$ cat config.mk
export PLATFORM = sky130hd
export DESIGN_NAME = flow_frame_ctrl_flat
export DESIGN_NICKNAME = d
export VERILOG_FILES = /design/src/rtl/flow_frame_ctrl_if.sv /design/src/rtl/flow_frame_ctrl.sv /design/src/flat_wrapper.sv
export SDC_FILE = /design/constraint.sdc
export NUM_CORES = 1
export LEC_CHECK = 0
export CELL_PAD_IN_SITES_DETAIL_PLACEMENT = 0
export CELL_PAD_IN_SITES_GLOBAL_PLACEMENT = 1
export CORE_MARGIN = 10
export CORE_UTILIZATION = 35
export DETAILED_ROUTE_END_ITERATION = 10
export PLACE_DENSITY_LB_ADDON = 0.1
export SETUP_SLACK_MARGIN = 0.05
export SKIP_LAST_GASP = 1
export SYNTH_ARGS = -nofsm -noshare
export SYNTH_HDL_FRONTEND = slang
export SYNTH_SLANG_ARGS = --single-unit
$ cat constraint.sdc
create_clock -name clk -period 2.4 [get_ports clk]
set_input_delay 0.24 -clock clk [delete_from_list [all_inputs] [get_ports clk]]
set_output_delay 0.24 -clock clk [all_outputs]
set_load 0.05 [all_outputs]
$ cat src/rtl/flow_frame_ctrl_if.sv
// Gradient/accumulator strobe bundle between the gradient stage, flow_frame_ctrl
// and window_accumulator.
interface flow_frame_ctrl_if;
  logic grad_valid_in;
  logic grad_ready;
  logic grad_valid_out;
  logic accum_valid;

  modport master (
    output grad_valid_in,
    output accum_valid,
    input  grad_ready,
    input  grad_valid_out
  );

  modport slave (
    input  grad_valid_in,
    input  accum_valid,
    output grad_ready,
    output grad_valid_out
  );
endinterface

$ cat src/rtl/flow_frame_ctrl.sv
// Frame sequencer for the Lucas-Kanade structure-tensor datapath: clears the
// datapath, gates gradient pixels, counts windows and reports frame status.
module flow_frame_ctrl #(
  parameter int WIDTH         = 320,
  parameter int HEIGHT        = 240,
  parameter int WINDOW_SIZE   = 5,
  parameter int EXP_WINDOWS   = (WIDTH - WINDOW_SIZE + 1) * (HEIGHT - WINDOW_SIZE + 1),
  parameter int CLEAR_CYCLES  = 2,
  parameter int DRAIN_TIMEOUT = 1024,
  localparam int WIN_W        = $clog2(EXP_WINDOWS + 1)
) (
  input  logic               clk,
  input  logic               rst_n,
  input  logic               start,
  input  logic               abort,
  flow_frame_ctrl_if.slave   gbus,
  output logic               dp_rst_n,
  output logic               busy,
  output logic               frame_done,
  output logic [15:0]        frame_cnt,
  output logic [WIN_W-1:0]   win_cnt,
  output logic               err_timeout,
  output logic               err_drop,
  output logic               err_extra
);

  localparam int PIX_TOTAL = WIDTH * HEIGHT;
  localparam int PIX_W     = $clog2(PIX_TOTAL + 1);
  localparam int DRN_W     = $clog2(DRAIN_TIMEOUT + 1);
  localparam int CLR_W     = $clog2(CLEAR_CYCLES + 1);

  localparam logic [PIX_W-1:0] PIX_LAST = PIX_W'(PIX_TOTAL - 1);
  localparam logic [WIN_W-1:0] WIN_FULL = WIN_W'(EXP_WINDOWS);
  localparam logic [DRN_W-1:0] DRN_LAST = DRN_W'(DRAIN_TIMEOUT - 1);
  localparam logic [CLR_W-1:0] CLR_LAST = CLR_W'(CLEAR_CYCLES - 1);

  typedef enum logic [2:0] {
    S_IDLE,
    S_CLEAR,
    S_RUN,
    S_DRAIN,
    S_DONE
  } state_t;

  state_t             state_q, state_d;
  logic [CLR_W-1:0]   clr_q, clr_d;
  logic [PIX_W-1:0]   pix_q, pix_d;
  logic [DRN_W-1:0]   drn_q, drn_d;
  logic [WIN_W-1:0]   win_d;
  logic [15:0]        frm_d;
  logic               to_d, drop_d, extra_d;
  logic               dp_rst_d, done_d;
  logic               run;
  logic               pix_acc;

  assign run                 = (state_q == S_RUN);
  assign pix_acc             = gbus.grad_valid_in & run;
  assign gbus.grad_ready     = run;
  assign gbus.grad_valid_out = pix_acc;
  assign busy                = (state_q != S_IDLE);

  always_comb begin
    state_d  = state_q;
    clr_d    = clr_q;
    pix_d    = pix_q;
    drn_d    = drn_q;
    win_d    = win_cnt;
    frm_d    = frame_cnt;
    to_d     = err_timeout;
    drop_d   = err_drop;
    extra_d  = err_extra;
    dp_rst_d = 1'b1;
    done_d   = 1'b0;

    if (abort) begin
      // abort freezes every counter and flag; only the state and datapath reset move
      state_d  = S_IDLE;
      dp_rst_d = 1'b0;
    end else begin
      if (gbus.grad_valid_in && !run)
        drop_d = 1'b1;

      if (gbus.accum_valid && (state_q == S_RUN || state_q == S_DRAIN)) begin
        if (win_cnt == WIN_FULL)
          extra_d = 1'b1;
        else
          win_d = win_cnt + 1'b1;
      end

      case (state_q)
        S_IDLE: begin
          if (start) begin
            state_d = S_CLEAR;
            clr_d   = '0;
            pix_d   = '0;
            drn_d   = '0;
            win_d   = '0;
            to_d    = 1'b0;
            drop_d  = 1'b0;
            extra_d = 1'b0;
          end
        end
        S_CLEAR: begin
          if (clr_q == CLR_LAST)
            state_d = S_RUN;
          else
            clr_d = clr_q + 1'b1;
        end
        S_RUN: begin
          if (pix_acc) begin
            pix_d = pix_q + 1'b1;
            if (pix_q == PIX_LAST)
              state_d = S_DRAIN;
          end
        end
        S_DRAIN: begin
          drn_d = drn_q + 1'b1;
          // win_d already includes this cycle's strobe, so completion beats expiry
          if (win_d == WIN_FULL) begin
            state_d = S_DONE;
          end else if (drn_q == DRN_LAST) begin
            to_d    = 1'b1;
            state_d = S_DONE;
          end
        end
        S_DONE:  state_d = S_IDLE;
        default: state_d = S_IDLE;
      endcase

      if (state_d == S_CLEAR)
        dp_rst_d = 1'b0;

      if (state_q == S_DRAIN && state_d == S_DONE) begin
        done_d = 1'b1;
        frm_d  = frame_cnt + 1'b1;
      end
    end
  end

  always_ff @(posedge clk or negedge rst_n) begin
    if (!rst_n) begin
      state_q     <= S_IDLE;
      clr_q       <= '0;
      pix_q       <= '0;
      drn_q       <= '0;
      win_cnt     <= '0;
      frame_cnt   <= '0;
      err_timeout <= 1'b0;
      err_drop    <= 1'b0;
      err_extra   <= 1'b0;
      dp_rst_n    <= 1'b0;
      frame_done  <= 1'b0;
    end else begin
      state_q     <= state_d;
      clr_q       <= clr_d;
      pix_q       <= pix_d;
      drn_q       <= drn_d;
      win_cnt     <= win_d;
      frame_cnt   <= frm_d;
      err_timeout <= to_d;
      err_drop    <= drop_d;
      err_extra   <= extra_d;
      dp_rst_n    <= dp_rst_d;
      frame_done  <= done_d;
    end
  end

endmodule

$ cat src/flat_wrapper.sv
// flat-port wrapper written by rule: the top's interface ports become plain ports
module flow_frame_ctrl_flat 
#(
  parameter int WIDTH         = 320,
  parameter int HEIGHT        = 240,
  parameter int WINDOW_SIZE   = 5,
  parameter int EXP_WINDOWS   = (WIDTH - WINDOW_SIZE + 1) * (HEIGHT - WINDOW_SIZE + 1),
  parameter int CLEAR_CYCLES  = 2,
  parameter int DRAIN_TIMEOUT = 1024,
  localparam int WIN_W        = $clog2(EXP_WINDOWS + 1)
)
  (clk, rst_n, start, abort, dp_rst_n, busy, frame_done, frame_cnt, win_cnt, err_timeout, err_drop, err_extra, gbus_grad_valid_in, gbus_accum_valid, gbus_grad_ready, gbus_grad_valid_out);
  flow_frame_ctrl_if gbus_i ();
  input  logic clk;
  input  logic rst_n;
  input  logic start;
  input  logic abort;
  output logic dp_rst_n;
  output logic busy;
  output logic frame_done;
  output logic [15:0] frame_cnt;
  output logic [WIN_W-1:0] win_cnt;
  output logic err_timeout;
  output logic err_drop;
  output logic err_extra;
  input wire logic [$bits(gbus_i.grad_valid_in)-1:0] gbus_grad_valid_in;
  input wire logic [$bits(gbus_i.accum_valid)-1:0] gbus_accum_valid;
  output wire logic [$bits(gbus_i.grad_ready)-1:0] gbus_grad_ready;
  output wire logic [$bits(gbus_i.grad_valid_out)-1:0] gbus_grad_valid_out;
  assign gbus_i.grad_valid_in = gbus_grad_valid_in;
  assign gbus_i.accum_valid = gbus_accum_valid;
  assign gbus_grad_ready = gbus_i.grad_ready;
  assign gbus_grad_valid_out = gbus_i.grad_valid_out;
  flow_frame_ctrl #(.WIDTH(WIDTH), .HEIGHT(HEIGHT), .WINDOW_SIZE(WINDOW_SIZE), .EXP_WINDOWS(EXP_WINDOWS), .CLEAR_CYCLES(CLEAR_CYCLES), .DRAIN_TIMEOUT(DRAIN_TIMEOUT)) u_core (.clk(clk), .rst_n(rst_n), .start(start), .abort(abort), .gbus(gbus_i), .dp_rst_n(dp_rst_n), .busy(busy), .frame_done(frame_done), .frame_cnt(frame_cnt), .win_cnt(win_cnt), .err_timeout(err_timeout), .err_drop(err_drop), .err_extra(err_extra));
endmodule
==> metrics.md, run 1 <==
| Metric | Value |
|---|---|
| Status | complete, but fails checks |
| Failing checks | negative setup slack |
| Grt ovf | 0 |
| Sequential cell area | 1800 µm² |
| Clk sinks | 71 |
| Via count | 3675 |
| Initial antenna violation count | 0 |
| Residual DRC | 0 |
| Worst-Skew Late Latency | 0.34 ns |
| Crit Path Class | register to register |
| Fmax | 0.368 GHz |
| Htree depth | 3 |
| Most frequent cells in the layout | buf_4 (83), dfrtp_1 (58), nor2_1 (53) |
| EDFF count, synth | 0 |
| Inserted Diodes | 0 |
| Post-synth ARST share | 100% |
| Avg WL per Cell | 16.8 µm |
| Area of the multi-input gates | 2370 µm² |
| Pwr Density | 570 nW/µm² |
| FP Rows | 39 |
| CP Max Fanout | 5 |
| Worst VDD drop | 0.413 mV |
| P_leak | 2.70 nW |
| Fin crit period | 2.71 ns |
| # fillers | 1088 |
| Synth Cell Area | 4070 µm² |
| I/O Pins | 47 |
| CP Launch Type | register |
| Setup violators final | 20 |
| Netlist cell types | 55 |
| GPL Wtd Cong | 0.917 |
| R2R depth | 12 |
| CTS Buf Count | 9 |
| RR Startpoint | u_core.win_cnt[1] |
| Final Hold Violating Endpoints | 0 |
| Final period util | 113% |
| Sequential cell area fraction in the yosys report | 43.7% |
| Max Root-Sink Buffers | 2 |
| Post-route cell area | 5850 µm² |
| Final WS setup | -0.315 ns |
| Root Buffer | clkbuf_16 |
| Post-DP HPWL | 8370 µm |
| WP data required | 2.67 ns |
| CP Launch Point | u_core.win_cnt[1] |
| Antenna viol nets, final | 0 |
| Area growth, synth to finish | 43.7% |
| Die W | 128 µm |
| IO buf count | 46 |
| Post-Syn Nets | 449 |
| Primary FF master, synth | dfrtp_1 |
| Commonest non-fill, non-tap cell in the layout | buf_4 |
| Clock skew | 0.00645 ns |
| Slew @ Worst Pin | 0.533 ns |
| Largest net degree at the start of global routing | 39 |
| First-pass GRT wire length | 19300 µm |
| Tot GR Track Use | 14.7% |
| Drt pass-1 iters | 4 |
| Cells after Synth | 437 |
| Initial DRC count | 243 |
| Share of cells above drive strength 1 | 30.0% |
| Rel. slew slack | 64.3% |
| Total power draw | 3.33 mW |
| RSZ-0062 raised after global routing | yes |
| Placed Area | 5160 µm² |
| Die height | 128 µm |
| Clock slew at reported path FFs | 0.06 ns |
| Synthesized area per cell | 9.31 µm² |
| Die area | 16300 µm² |
| R2R Path End | u_core.frame_cnt[11] |
| Worst EP arrival | 2.99 ns |
| Number of synthesized register bits | 71 |
| Vias per inst | 5.20 |
| CTS tree | built |
| Core ar. | 11400 µm² |
| Post-layout nets | 571 |
| R2r setup slk | -0.31 ns |
| Max Cap Viol | 0 |
| Vias in the first global route | 3660 |
| Total wire length | 11900 µm |
| Setup crit end kind | register |
| Warnings from Yosys | 0 |
| Starting Density | 35.6% |
| HP Class | register to register |
| CP endpoint | u_core.frame_cnt[11] |
| Max Transition Viols Final | 0 |
per-stage QoR:
step                      instances  TNS (ns)  hold slack, ns  utilization, %  setup WS [ns]
after CTS                       702     -4.05           0.468            50.1         -0.281
final                           707     -3.76           0.459            51.2         -0.315
after detailed placement        670     -7.05           0.318            45.2         -0.479
after global routing            707     -7.87           0.469            51.2         -0.489
after floorplan                 437     -1.95         -0.0556               -         -0.186
after global placement          670     -5.57           0.313            45.2         -0.376
power by group:
part | total [mW] | switching, mW | internal (mW)
Combinational | 0.593 | 0.359 | 0.234
Sequential | 1.30 | 0.0536 | 1.25
Clock | 1.44 | 0.547 | 0.892
Total | 3.33 | 0.959 | 2.37
worst min-delay path by stage:
stage / start / end / cells after the start
after floorplan: rst_n / u_core.clr_q[0] / 0
after global placement: rst_n / u_core.win_cnt[15] / 2
after detailed placement: rst_n / u_core.win_cnt[15] / 2
after CTS: u_core.frame_cnt[15] / u_core.frame_cnt[15] / 1
after global routing: u_core.frame_cnt[15] / u_core.frame_cnt[15] / 1
final: u_core.frame_cnt[15] / u_core.frame_cnt[15] / 1
routing by layer:
layer	part of all wire, %	track usage, %	vias to the layer above
li1	-	-	1804
met1	46	18.8	1789
met2	47	23.2	65
met3	4.8	3.39	17
met4	2.0	6.36	0
met5	0	0	-
synth_stat cells (all sizes together), types with 2 or more instances:
cell | count | area, µm²
o41ai | 4 | 35.0
ha | 6 | 75.1
nor2 | 59 | 221
buf | 10 | 78.8
and4 | 5 | 43.8
inv | 12 | 45.0
nand3b | 2 | 15.0
a21boi | 2 | 15.0
nor3 | 19 | 125
dfrtp | 71 | 1780
a22o | 4 | 35.0
mux2 | 3 | 33.8
nand4 | 18 | 140
a31oi | 10 | 77.6
nand2 | 40 | 150
xnor2 | 11 | 96.3
nor4b | 3 | 26.3
nor4 | 9 | 75.1
or4 | 2 | 15.0
and3 | 8 | 50.1
o21ai | 20 | 100
clkbuf | 14 | 52.6
and2 | 6 | 37.5
xor2 | 36 | 315
nand3 | 27 | 135
nor3b | 3 | 27.5
a21o | 2 | 15.0
a21oi | 5 | 25.0
or3 | 4 | 30.0
o31ai | 6 | 45.0
kinds of logic after synthesis:
| family | share of synthesized area, % |
|---|---|
| and+or+nand+nor | 27.7 |
| DFF | 43.7 |
| AOI/OAI and AO/OA | 11.2 |
| xor gates and xnor gates | 10.1 |
| buffers and inverters | 4.34 |
| adders and majority gates | 1.84 |
| muxes | 1.08 |
flip-flops by register name, indices dropped and copies added, names as in the netlist, 2 cells and up:
| name | count |
|---|---|
| u_core.clr_q | 2 |
| u_core.frame_cnt | 16 |
| u_core.state_q | 3 |
| u_core.pix_q | 17 |
| u_core.win_cnt | 17 |
| u_core.drn_q | 11 |
critical path: stages (launching register included):
cell	delay, ns
dfrtp_4	0.50
buf_6	0.13
inv_4	0.04
ha_4	0.12
nand3b_1	0.09
nor4_2	0.18
nand4_1	0.19
a21o_1	0.28
a211oi_4	0.32
buf_6	0.15
a31oi_4	0.14
nor4_2	0.32
xor2_1	0.16
cell type report:
cell class,instances,area share (%)
clock inverters,4,0.877
inverters,12,0.813
clock buffers,12,4.56
well taps,143,3.06
multi-input cells,331,40.5
flip-flops and latches,71,30.8
repair buffers,134,19.5
what timing repair did:
| action | 4_1_cts | 5_1_grt |
|---|---|---|
| resized for setup | 20 | 19 |
| hold buffers | 1 | 0 |
| buffers inserted | 16 | 8 |
| endpoints found under the hold margin | 44 | 0 |
| endpoints found under the setup margin | 21 | 25 |
| gates cloned | 1 | 0 |
| pin swaps | 27 | 14 |
Power figures use the tool's default switching activity.
==> run 2: changes to the inputs <==
clock period = 3.4 ns   (was 2.4 ns; I/O delays follow)
==> run 2 against run 1 <==
The run now ends clean; register-to-register slack better by 0.73 ns; sequential power is 29% lower; final area is 15% lower; via count is 8.8% lower; clock skew is 0.0028 ns lower; fmax is 9.1% lower; sequential share of layout area is 5.0 points higher; worst hold slack worse by 0.35 ns; critical path type unchanged; largest power group unchanged.
==> metrics.md, run 2 (synthesis gave the netlist of run 1 again) <==
| Metric | Value |
|---|---|
| Status | finished, final reports clean |
| CP Launch Type | register |
| Core ar. | 11400 µm² (unchanged) |
| Fin crit period | 2.99 ns (+0.271 ns) |
| FP Rows | 39 (unchanged) |
| Post-CTS Setup Inserts | 0 (-16) |
| Share of cells above drive strength 1 | 10.1% (-20 points) |
| Tot GR Track Use | 13.6% (-1.1 points) |
| Regs by FF count | u_core.pix_q: 17 flops, u_core.win_cnt: 17 flops, u_core.frame_cnt: 16 flops |
| Max Transition Viols Final | 0 (unchanged) |
| First-pass GRT wire length | 17900 µm (-7.0%) |
| Crit Path Class | register to register |
| Max Root-Sink Buffers | 2 (unchanged) |
| Starting Density | 35.6% (unchanged) |
| Final Hold Violating Endpoints | 0 (unchanged) |
| Antenna viol nets, final | 0 (unchanged) |
| GPL Wtd Cong | 0.835 (-9.0%) |
| Grt ovf | 0 (unchanged) |
| Initial antenna violation count | 0 (unchanged) |
| Final core utilization | 43.6% (-7.6 points) |
| Cells after DPL | 613 (-8.5%) |
| Area growth, synth to finish | 22.2% |
| Rel. slew slack | 37.5% (-27 points) |
| Drt pass-1 iters | 4 (unchanged) |
| Final period util | 87.8% (-25 points) |
| HP Class | input port to async pin |
| Post-layout nets | 493 (-14%) |
| Worst-Skew Late Latency | 0.34 ns (about the same) |
| Via count | 3352 (-8.8%) |
| Avg WL per Cell | 17.3 µm (+3.0%) |
| Most frequent cells in the layout | dfrtp_1 (71), nor2_1 (58), clkdlybuf4s50_1 (45) |
| Post-route cell area | 4970 µm² (-15%) |
| I/O Pins | 47 (unchanged) |
| Place WS | 0.259 ns (+0.737 ns) |
| # hold bufs at CTS | 0 (-1) |
| Clock slew at reported path FFs | 0.06 ns (about the same) |
| Inserted Diodes | 0 (unchanged) |
| Worst VDD drop | 0.227 mV (-45%) |
| Final WS setup | 0.415 ns (+0.729 ns) |
| Clock skew | 0.00367 ns (-0.00278 ns) |
| Post-DP HPWL | 7690 µm (-8.2%) |
| P_leak | 2.16 nW (-20%) |
| Setup crit end kind | register |
| Vias in the first global route | 3428 (-6.3%) |
| Commonest non-fill, non-tap cell in the layout | dfrtp_1 |
| IO buf count | 46 (unchanged) |
| Die height | 128 µm (unchanged) |
| WP data required | 3.67 ns (+1.00 ns) |
| Setup violators final | 0 (-100%) |
| Root Buffer | clkbuf_16 |
| Worst EP arrival | 3.25 ns (+0.26 ns) |
| R2R depth | 9 (-3) |
| Placed Area | 4660 µm² (-9.7%) |
| Largest net degree at the start of global routing | 72 (+85%) |
| R2R Path End | u_core.frame_cnt[9] |
| CTS Buf Count | 9 (unchanged) |
| CP Max Fanout | 12 (+7) |
| RR Startpoint | u_core.win_cnt[1] |
| Fmax | 0.335 GHz (-9.1%) |
| Setup TNS | 0 ns (+3.76 ns) |
| CTS tree | built |
| Htree depth | 3 (unchanged) |
| R2r setup slk | 0.41 ns (+0.73 ns) |
| Total wire length | 10900 µm (-8.5%) |
| Die area | 16300 µm² (unchanged) |
| RSZ-0062 raised after global routing | no |
| Die W | 128 µm (unchanged) |
| Post-CTS Resized | 0 (-100%) |
| Vias per inst | 5.34 (+2.7%) |
| Clk sinks | 71 (unchanged) |
| Post-route insts no fill | 628 (-11%) |
| Slew @ Worst Pin | 0.938 ns (+0.404 ns) |
| Residual DRC | 0 (unchanged) |
| Max Cap Viol | 0 (unchanged) |
| Initial DRC count | 165 (-32%) |
| Pwr Density | 460 nW/µm² (-19%) |
[run 2: changes by cell type in the layout (fill, tap and decap cells not counted), sizes merged]
cell,before,now
bufinv,1,2
buf,89,12
clkinv,1,0
dlygate4sd3,1,0
inv,13,12
a31oi,11,10
dlymetal6s2s,1,0
clkdlybuf4s50,43,45
[run 2: layer usage]
metal  vias to the layer above  track usage (%)  share of wire, %
met3                        13             3.06               4.6
met2                        54             21.8                49
met4                         0             6.29               2.0
li1                       1641                -                 -
met5                         -                0                 0
met1                      1644             17.0                45
[run 2: through the flow]
| step | hold slack (ns) | total power [mW] |
|---|---|---|
| global placement | 0.458 | 1.28 |
| floorplan | 0.0444 | 1.16 |
| finish | 0.113 | 2.29 |
| global route | 0.217 | 2.40 |
| detailed placement | 0.462 | 1.28 |
| CTS | 0.189 | 2.32 |
[run 2: area by class of cell]
class,instances,area [µm²]
clock buffers,12,246
clock inverters,3,67.6
fillers,1153,6440
inverters,12,45.0
multi-input cells,330,2120
flip-flops and latches,71,1780
well taps,143,179
repair buffers,57,541
[run 2: worst max path at each step]
stage / cells past startpoint / end / from
detailed placement: 9 / u_core.frame_cnt[1] / gbus_accum_valid
global placement: 9 / u_core.frame_cnt[1] / gbus_accum_valid
global route: 8 / u_core.frame_cnt[1] / u_core.win_cnt[2]
finish: 9 / u_core.frame_cnt[9] / u_core.win_cnt[1]
CTS: 8 / u_core.frame_cnt[1] / u_core.win_cnt[3]
floorplan: 9 / u_core.frame_cnt[1] / u_core.win_cnt[0]
[run 2: where the power goes]
| group | leakage (nW) | internal [mW] | total (mW) | switching [mW] |
|---|---|---|---|---|
| combinational | 1.03 | 0.116 | 0.344 | 0.227 |
| sequential | 0.979 | 0.878 | 0.921 | 0.0433 |
| clock | 0.149 | 0.659 | 1.02 | 0.365 |
| total | 2.16 | 1.65 | 2.29 | 0.636 |
[run 2: worst max-delay path, cell delays in order (launching register included)]
cell and delay [ns]:
dfrtp_1 0.46, ha_1 0.38, nand4_4 0.15, or3_1 0.45
nor4_2 0.19, o211ai_2 0.16, a211oi_4 0.27, a31oi_4 0.22
nor4b_1 0.45, xor2_1 0.18
==> run 3: changes to the inputs <==
SLEW_MARGIN = 20   (was default)
==> results of run 3 <==
Final layout, timing and power as in run 2 (identical DEF).
